## config.mk

```make
export PLATFORM = sky130hd
export DESIGN_NAME = div_issue_ctrl
export DESIGN_NICKNAME = d
export VERILOG_FILES = /design/src/rtl/div_pkg.sv /design/src/rtl/div_result_cache.sv /design/src/rtl/div_issue_ctrl.sv
export SDC_FILE = /design/constraint.sdc
export NUM_CORES = 1
export LEC_CHECK = 0
export ABC_AREA = 1
export BUFFER_PORTS_ARGS = -buffer_cell sky130_fd_sc_hd__buf_2
export CAP_MARGIN = 20
export CELL_PAD_IN_SITES_DETAIL_PLACEMENT = 1
export CELL_PAD_IN_SITES_GLOBAL_PLACEMENT = 1
export CORE_ASPECT_RATIO = 0.7
export CORE_MARGIN = 8
export CORE_UTILIZATION = 30
export DETAILED_ROUTE_END_ITERATION = 8
export GPL_TIMING_DRIVEN = 0
export PLACE_DENSITY = 0.87
export REMOVE_ABC_BUFFERS = 1
export SYNTH_ARGS = -nofsm -noshare
export SYNTH_HDL_FRONTEND = slang
export SYNTH_SLANG_ARGS = --single-unit
```

## constraint.sdc

```tcl
create_clock -name clk_i -period 5.15 [get_ports clk_i]
set_clock_uncertainty 0.05 [all_clocks]
set_input_delay 1.03 -clock clk_i [delete_from_list [all_inputs] [get_ports clk_i]]
set_output_delay 1.03 -clock clk_i [all_outputs]
set_load 0.02 [all_outputs]
```

## src/rtl/div_pkg.sv

```systemverilog
// Shared types and op-decode helpers for the divider issue controller.
//   div_op_e    : M-extension divide opcode as presented by the execute stage
//   div_state_e : issue FSM state
//   is_rem      : op returns the remainder rather than the quotient
//   is_signed   : op treats operands as two's complement
package div_pkg;

    typedef enum logic [1:0] {
        OpDiv  = 2'b00,
        OpDivu = 2'b01,
        OpRem  = 2'b10,
        OpRemu = 2'b11
    } div_op_e;

    typedef enum logic [1:0] {
        StIdle,
        StLoad,
        StWait,
        StResp
    } div_state_e;

    function automatic logic is_rem(div_op_e op);
        return (op == OpRem) || (op == OpRemu);
    endfunction

    function automatic logic is_signed(div_op_e op);
        return (op == OpDiv) || (op == OpRem);
    endfunction

endpackage

```

## src/rtl/div_result_cache.sv

```systemverilog
// Single-entry store of the last completed division, used to skip the divider when
// the same operands come back (typical DIV followed by REM on the same pair).
// Only built when DIV_REUSE_EN is defined.
// Ports:
//   clk_i, reset_i     : clock, async active-high reset (invalidates the entry)
//   flush_i            : invalidates the entry
//   store_i            : write rs1/rs2/sign/quotient/remainder of a finished division
//   lookup_*           : operands of the request being offered in IDLE
//   hit_o              : entry valid and rs1/rs2/sign all match
//   data_o             : cached remainder (lookup_rem_i) or quotient
`ifdef DIV_REUSE_EN
module div_result_cache #(
    parameter int unsigned XLEN = 32
) (
    input  logic            clk_i,
    input  logic            reset_i,
    input  logic            flush_i,
    input  logic            store_i,
    input  logic [XLEN-1:0] store_rs1_i,
    input  logic [XLEN-1:0] store_rs2_i,
    input  logic            store_sign_i,
    input  logic [XLEN-1:0] store_quot_i,
    input  logic [XLEN-1:0] store_rem_i,
    input  logic [XLEN-1:0] lookup_rs1_i,
    input  logic [XLEN-1:0] lookup_rs2_i,
    input  logic            lookup_sign_i,
    input  logic            lookup_rem_i,
    output logic            hit_o,
    output logic [XLEN-1:0] data_o
);

    logic            valid_q;
    logic [XLEN-1:0] rs1_q, rs2_q, quot_q, rem_q;
    logic            sign_q;

    always_ff @(posedge clk_i or posedge reset_i) begin
        if (reset_i) begin
            valid_q <= 1'b0;
            rs1_q   <= '0;
            rs2_q   <= '0;
            sign_q  <= 1'b0;
            quot_q  <= '0;
            rem_q   <= '0;
        end else if (flush_i) begin
            valid_q <= 1'b0;
        end else if (store_i) begin
            valid_q <= 1'b1;
            rs1_q   <= store_rs1_i;
            rs2_q   <= store_rs2_i;
            sign_q  <= store_sign_i;
            quot_q  <= store_quot_i;
            rem_q   <= store_rem_i;
        end
    end

    assign hit_o  = valid_q && (rs1_q == lookup_rs1_i) && (rs2_q == lookup_rs2_i)
                    && (sign_q == lookup_sign_i);
    assign data_o = lookup_rem_i ? rem_q : quot_q;

endmodule
`endif

```

## src/rtl/div_issue_ctrl.sv

```systemverilog
// Issue/retire controller between the M-extension execute stage and the iterative divider.
// Registers one request, holds the divider's start high through LOAD/WAIT, captures the
// quotient or remainder into a response register and presents it on a valid/ready handshake.
// Optional feature: define DIV_REUSE_EN to add a one-entry result cache (div_result_cache).
// Ports:
//   clk_i, reset_i      : clock, async active-high reset
//   stall_i, flush_i    : pipeline stall (freeze) / abort in-flight request
//   req_*               : request handshake, op, operands, tag
//   rsp_*               : response handshake, result data, tag
//   div_*               : divider interface (start/sign/stall/operands out, results/valid in)
//   busy_o              : FSM not idle
module div_issue_ctrl
    import div_pkg::*;
#(
    parameter int unsigned XLEN  = 32,
    parameter int unsigned TAG_W = 5
) (
    input  logic             clk_i,
    input  logic             reset_i,
    input  logic             stall_i,
    input  logic             flush_i,
    input  logic             req_valid_i,
    output logic             req_ready_o,
    input  logic [1:0]       req_op_i,
    input  logic [XLEN-1:0]  req_rs1_i,
    input  logic [XLEN-1:0]  req_rs2_i,
    input  logic [TAG_W-1:0] req_tag_i,
    output logic             rsp_valid_o,
    input  logic             rsp_ready_i,
    output logic [XLEN-1:0]  rsp_data_o,
    output logic [TAG_W-1:0] rsp_tag_o,
    output logic             div_start_o,
    output logic             div_sign_o,
    output logic             div_stall_o,
    output logic [XLEN-1:0]  div_dividend_o,
    output logic [XLEN-1:0]  div_divisor_o,
    input  logic [XLEN-1:0]  div_quotient_i,
    input  logic [XLEN-1:0]  div_remainder_i,
    input  logic             div_valid_i,
    output logic             busy_o
);

    div_state_e       state_q, state_d;
    div_op_e          op_q;
    logic [XLEN-1:0]  rs1_q, rs2_q;
    logic [TAG_W-1:0] tag_q;
    logic [XLEN-1:0]  data_q, data_d;
    logic             accept;
    logic             hit;
    logic [XLEN-1:0]  hit_data;

    // Flush and stall both block acceptance; flush wins over stall everywhere.
    assign req_ready_o = (state_q == StIdle) && !stall_i && !flush_i;
    assign accept      = req_valid_i && req_ready_o;

`ifdef DIV_REUSE_EN
    logic capture;
    assign capture = (state_q == StWait) && div_valid_i && !stall_i && !flush_i;

    div_result_cache #(
        .XLEN (XLEN)
    ) u_cache (
        .clk_i         (clk_i),
        .reset_i       (reset_i),
        .flush_i       (flush_i),
        .store_i       (capture),
        .store_rs1_i   (rs1_q),
        .store_rs2_i   (rs2_q),
        .store_sign_i  (is_signed(op_q)),
        .store_quot_i  (div_quotient_i),
        .store_rem_i   (div_remainder_i),
        .lookup_rs1_i  (req_rs1_i),
        .lookup_rs2_i  (req_rs2_i),
        .lookup_sign_i (is_signed(div_op_e'(req_op_i))),
        .lookup_rem_i  (is_rem(div_op_e'(req_op_i))),
        .hit_o         (hit),
        .data_o        (hit_data)
    );
`else
    assign hit      = 1'b0;
    assign hit_data = '0;
`endif

    always_comb begin
        state_d = state_q;
        data_d  = data_q;
        if (flush_i) begin
            state_d = StIdle;
        end else if (!stall_i) begin
            unique case (state_q)
                StIdle: begin
                    if (req_valid_i) begin
                        state_d = hit ? StResp : StLoad;
                        if (hit) data_d = hit_data;
                    end
                end
                // Divider samples operands this cycle; its valid is stale, so skip it.
                StLoad: state_d = StWait;
                StWait: begin
                    if (div_valid_i) begin
                        state_d = StResp;
                        data_d  = is_rem(op_q) ? div_remainder_i : div_quotient_i;
                    end
                end
                StResp: begin
                    if (rsp_ready_i) state_d = StIdle;
                end
                default: state_d = StIdle;
            endcase
        end
    end

    always_ff @(posedge clk_i or posedge reset_i) begin
        if (reset_i) begin
            state_q <= StIdle;
            data_q  <= '0;
        end else begin
            state_q <= state_d;
            data_q  <= data_d;
        end
    end

    // Operands only change on acceptance, so they stay stable for the whole LOAD..RESP span.
    always_ff @(posedge clk_i or posedge reset_i) begin
        if (reset_i) begin
            op_q  <= OpDiv;
            rs1_q <= '0;
            rs2_q <= '0;
            tag_q <= '0;
        end else if (accept) begin
            op_q  <= div_op_e'(req_op_i);
            rs1_q <= req_rs1_i;
            rs2_q <= req_rs2_i;
            tag_q <= req_tag_i;
        end
    end

    assign rsp_valid_o    = (state_q == StResp);
    assign rsp_data_o     = data_q;
    assign rsp_tag_o      = tag_q;
    // Dropping start outside LOAD/WAIT is what resets the divider.
    assign div_start_o    = (state_q == StLoad) || (state_q == StWait);
    assign div_sign_o     = is_signed(op_q);
    assign div_stall_o    = stall_i;
    assign div_dividend_o = rs1_q;
    assign div_divisor_o  = rs2_q;
    assign busy_o         = (state_q != StIdle);

endmodule

```

==> impl_results.md <==
* GRT overflow at 0
* RSZ-0062 raised after global routing: no
* Vias in the first global route at 4,638
* WS Path Type: input pin to output pin
* Worst-Skew Late Latency at 0.34 ns
* Worst Max-Slew Pin Slew at 1.038 ns
* Gpl congestion at 0.7235
* Vias per std cell at 4.544
* Synth Cell Area at 0.004593 mm²
* DIE AREA at 0.01959 mm²
* Nets at 921
* Max Cap Viol at 0
* CTS tree: done
* Met2 usage at 0.2742
* Crit share post-route at 0.6895
* Data arrival, critical path at 2.47 ns
* Main flop type after synthesis: dfrtp_1
* WL/cell at 16.03 µm
* WL final at 15,690 µm
* IO Port Bufs at 248
* Met3 usage at 0.05645
* EDFF count, synth at 0
* Die W at 163.9 µm
* Clk slew on worst S/H paths at 0.07 ns
* PwrDens at 610.2 mW/mm²
* Worst r2r src: state_q[0]$_DFFE_PP0P_
* Clock buffer count from CTS at 9
* Most frequent cell after synthesis: nand2_1
* Critical Path Fanout Max at 73
* Worst rel slew slack at 0.3083
* Commonest cells in the netlist: nand2_1 (182), dfrtp_1 (105), nand3_1 (73), inv_1 (41), nor2_1 (37)
* Final count of pins violating max slew at 0
* Met1 usage at 0.1924
* Inserted Diodes at 0
* First-pass GRT wire length at 25,210 µm
* # IOs at 249
* Die height at 119.5 µm
* Critical path startpoint category: input pin
* Largest net degree at the start of global routing at 74
* Fmax at 281.6 MHz
* Ys async rst share at 1.000
* Final hold vios at 0
* Critical Path Sink: req_ready_o
* Yosys warnings at 0
* Clock root buffer: clkbuf_16
* Area leader, netlist: dfrtp_1
* Vias after detailed routing at 4,449
* Syn avg cell area at 8.351 µm²
* Data required, critical path at 4.07 ns
* GR peak layer: met2
* Outcome: finished, final reports clean
* Final setup vio count at 0
* Setup tns final at 0 ns
* Critical Path Sink Type: output pin
* # Post-CTS Setup Buffers at 0
* Worst VDD drop at 228.4 µV
* FF-to-FF setup slack at 2.24 ns
* Gr usage total at 0.1606
* CTS Hold Bufs at 0
* DR DRC count at 0
* Pre-CTS setup slack at 1.559 ns
* HPWL Detailed at 11,750 µm
* Minimum clock period after layout at 3.551 ns
* Initial core utilization at 0.3019
* Crit path launch: flush_i
* FP Rows at 38
* Clock sink count at 105
* Setup ws final at 1.599 ns
* Cells after Synth at 550
* H-tree depth at 3
* Core area at 0.01521 mm²
* Post-DRT Antenna Nets at 0
* Cts repair resizes at 0
* Min-Delay Path Class: flop to flop
* Netlist cell types at 15
* Synth top area share at 0.5721
* Leakage power at 3.593 nW
* Layout area overhead at 35.88%
* Share of cells above drive strength 1 at 0.3492
* Fill cells at 1,909
* Sequential share of the synthesized area at 0.5721
* Worst Reg-to-Reg Cells at 7
* Drt pass-1 iters at 4
* Largest cells by area after synthesis: dfrtp_1 (57%), nand2_1 (15%), nand3_1 (8.0%)
* Reg-to-Reg End: div_divisor_o[15]$_DFFE_PP0P_
* Maximum clock insertion buffer count at 2
* Initial antenna violation count at 2
* Initial DRC count at 239
* Synth Register Bits at 105
[per-stage QoR]
stage	area, µm²	util	power [mW]	hold WS [ns]	cells
2_1_floorplan	4423	-	2.468	0.3919	514
3_3_place_gp	5914	0.3887	3.125	0.3993	962
3_5_place_dp	5966	0.3921	3.215	0.4068	964
4_1_cts	6241	0.4102	3.883	0.4245	979
5_1_grt	6241	0.4102	4.100	0.4393	979
6_report	6241	0.4102	3.809	0.4185	979
[where the power goes]
| part | switching [mW] | total [mW] | leakage [nW] | internal [mW] |
|---|---|---|---|---|
| sequential | 0.266 | 1.48 | 1.29 | 1.22 |
| combinational | 1.13 | 1.68 | 2.17 | 0.546 |
| clock | 0.316 | 0.649 | 0.134 | 0.333 |
| total | 1.71 | 3.81 | 3.59 | 2.10 |
[cells by family after synthesis]
logic type | Yosys count | synth area share
AND/OR/NAND/NOR | 297 | 0.2738
flip-flops | 105 | 0.5721
AO/OA/AOI/OAI | 66 | 0.07191
buffers and inverters | 78 | 0.07137
adder cells (fa/ha/maj) | 4 | 0.01090
[how the worst min path moves through the flow]
stage | from | endpoint | depth (start not counted)
2_1_floorplan | op_q[0]$_DFFE_PP0P_ | op_q[0]$_DFFE_PP0P_ | 2
3_3_place_gp | div_divisor_o[5]$_DFFE_PP0P_ | div_divisor_o[5]$_DFFE_PP0P_ | 2
3_5_place_dp | div_divisor_o[18]$_DFFE_PP0P_ | div_divisor_o[18]$_DFFE_PP0P_ | 2
4_1_cts | div_divisor_o[18]$_DFFE_PP0P_ | div_divisor_o[18]$_DFFE_PP0P_ | 2
5_1_grt | div_dividend_o[30]$_DFFE_PP0P_ | div_dividend_o[30]$_DFFE_PP0P_ | 2
6_report | div_dividend_o[14]$_DFFE_PP0P_ | div_dividend_o[14]$_DFFE_PP0P_ | 2
[routing by layer]
layer / wire length (µm) / share of wire
met4: 172 / 0.011
met3: 1256 / 0.080
met5: 20 / 0.0013
met1: 6535 / 0.42
met2: 7705 / 0.49
[state kept, by name (all words and copies together), names as in the netlist]
register	cells
rsp_data_o	32
state_q	2
rsp_tag_o	5
div_dividend_o	32
div_divisor_o	32
op_q	2
[critical path: stages]
cell,delay (ns)
buf_2,0.13
inv_2,0.09
nand2_4,0.09
nor2_8,0.74
buf_2,0.31
[layout make-up]
class                      count  area [µm²]  share of cell area
clock buffer                   9       225.2             0.03609
clock inverter                 6       50.05            0.008019
inverter                      42       160.2             0.02566
multi-input combinational    367        1638              0.2624
sequential                   105        2629              0.4212
tap                          200       250.2             0.04010
timing repair buffer         250        1289              0.2065
[cell usage in the layout (no fill, tap or decap)]
master | synthesis | final
nand3_1 | 73 | 73
buf_12 | 0 | 1
buf_2 | 25 | 248
nor2_8 | 2 | 2
nand2_1 | 182 | 182
dfrtp_1 | 105 | 104
clkinv_2 | 0 | 1
clkinvlp_4 | 0 | 1
buf_16 | 0 | 1
dfrtp_2 | 0 | 1
a21oi_1 | 32 | 32
inv_1 | 41 | 40
inv_6 | 0 | 2
clkbuf_16 | 0 | 9
nand2_4 | 2 | 2
ha_1 | 4 | 4
inv_2 | 1 | 1
nor2_1 | 37 | 37
o21ai_0 | 34 | 34
inv_8 | 0 | 1
nand3b_1 | 1 | 1
inv_4 | 0 | 1
clkinv_4 | 0 | 1
Note: power is estimated with default switching activity, not from simulation.
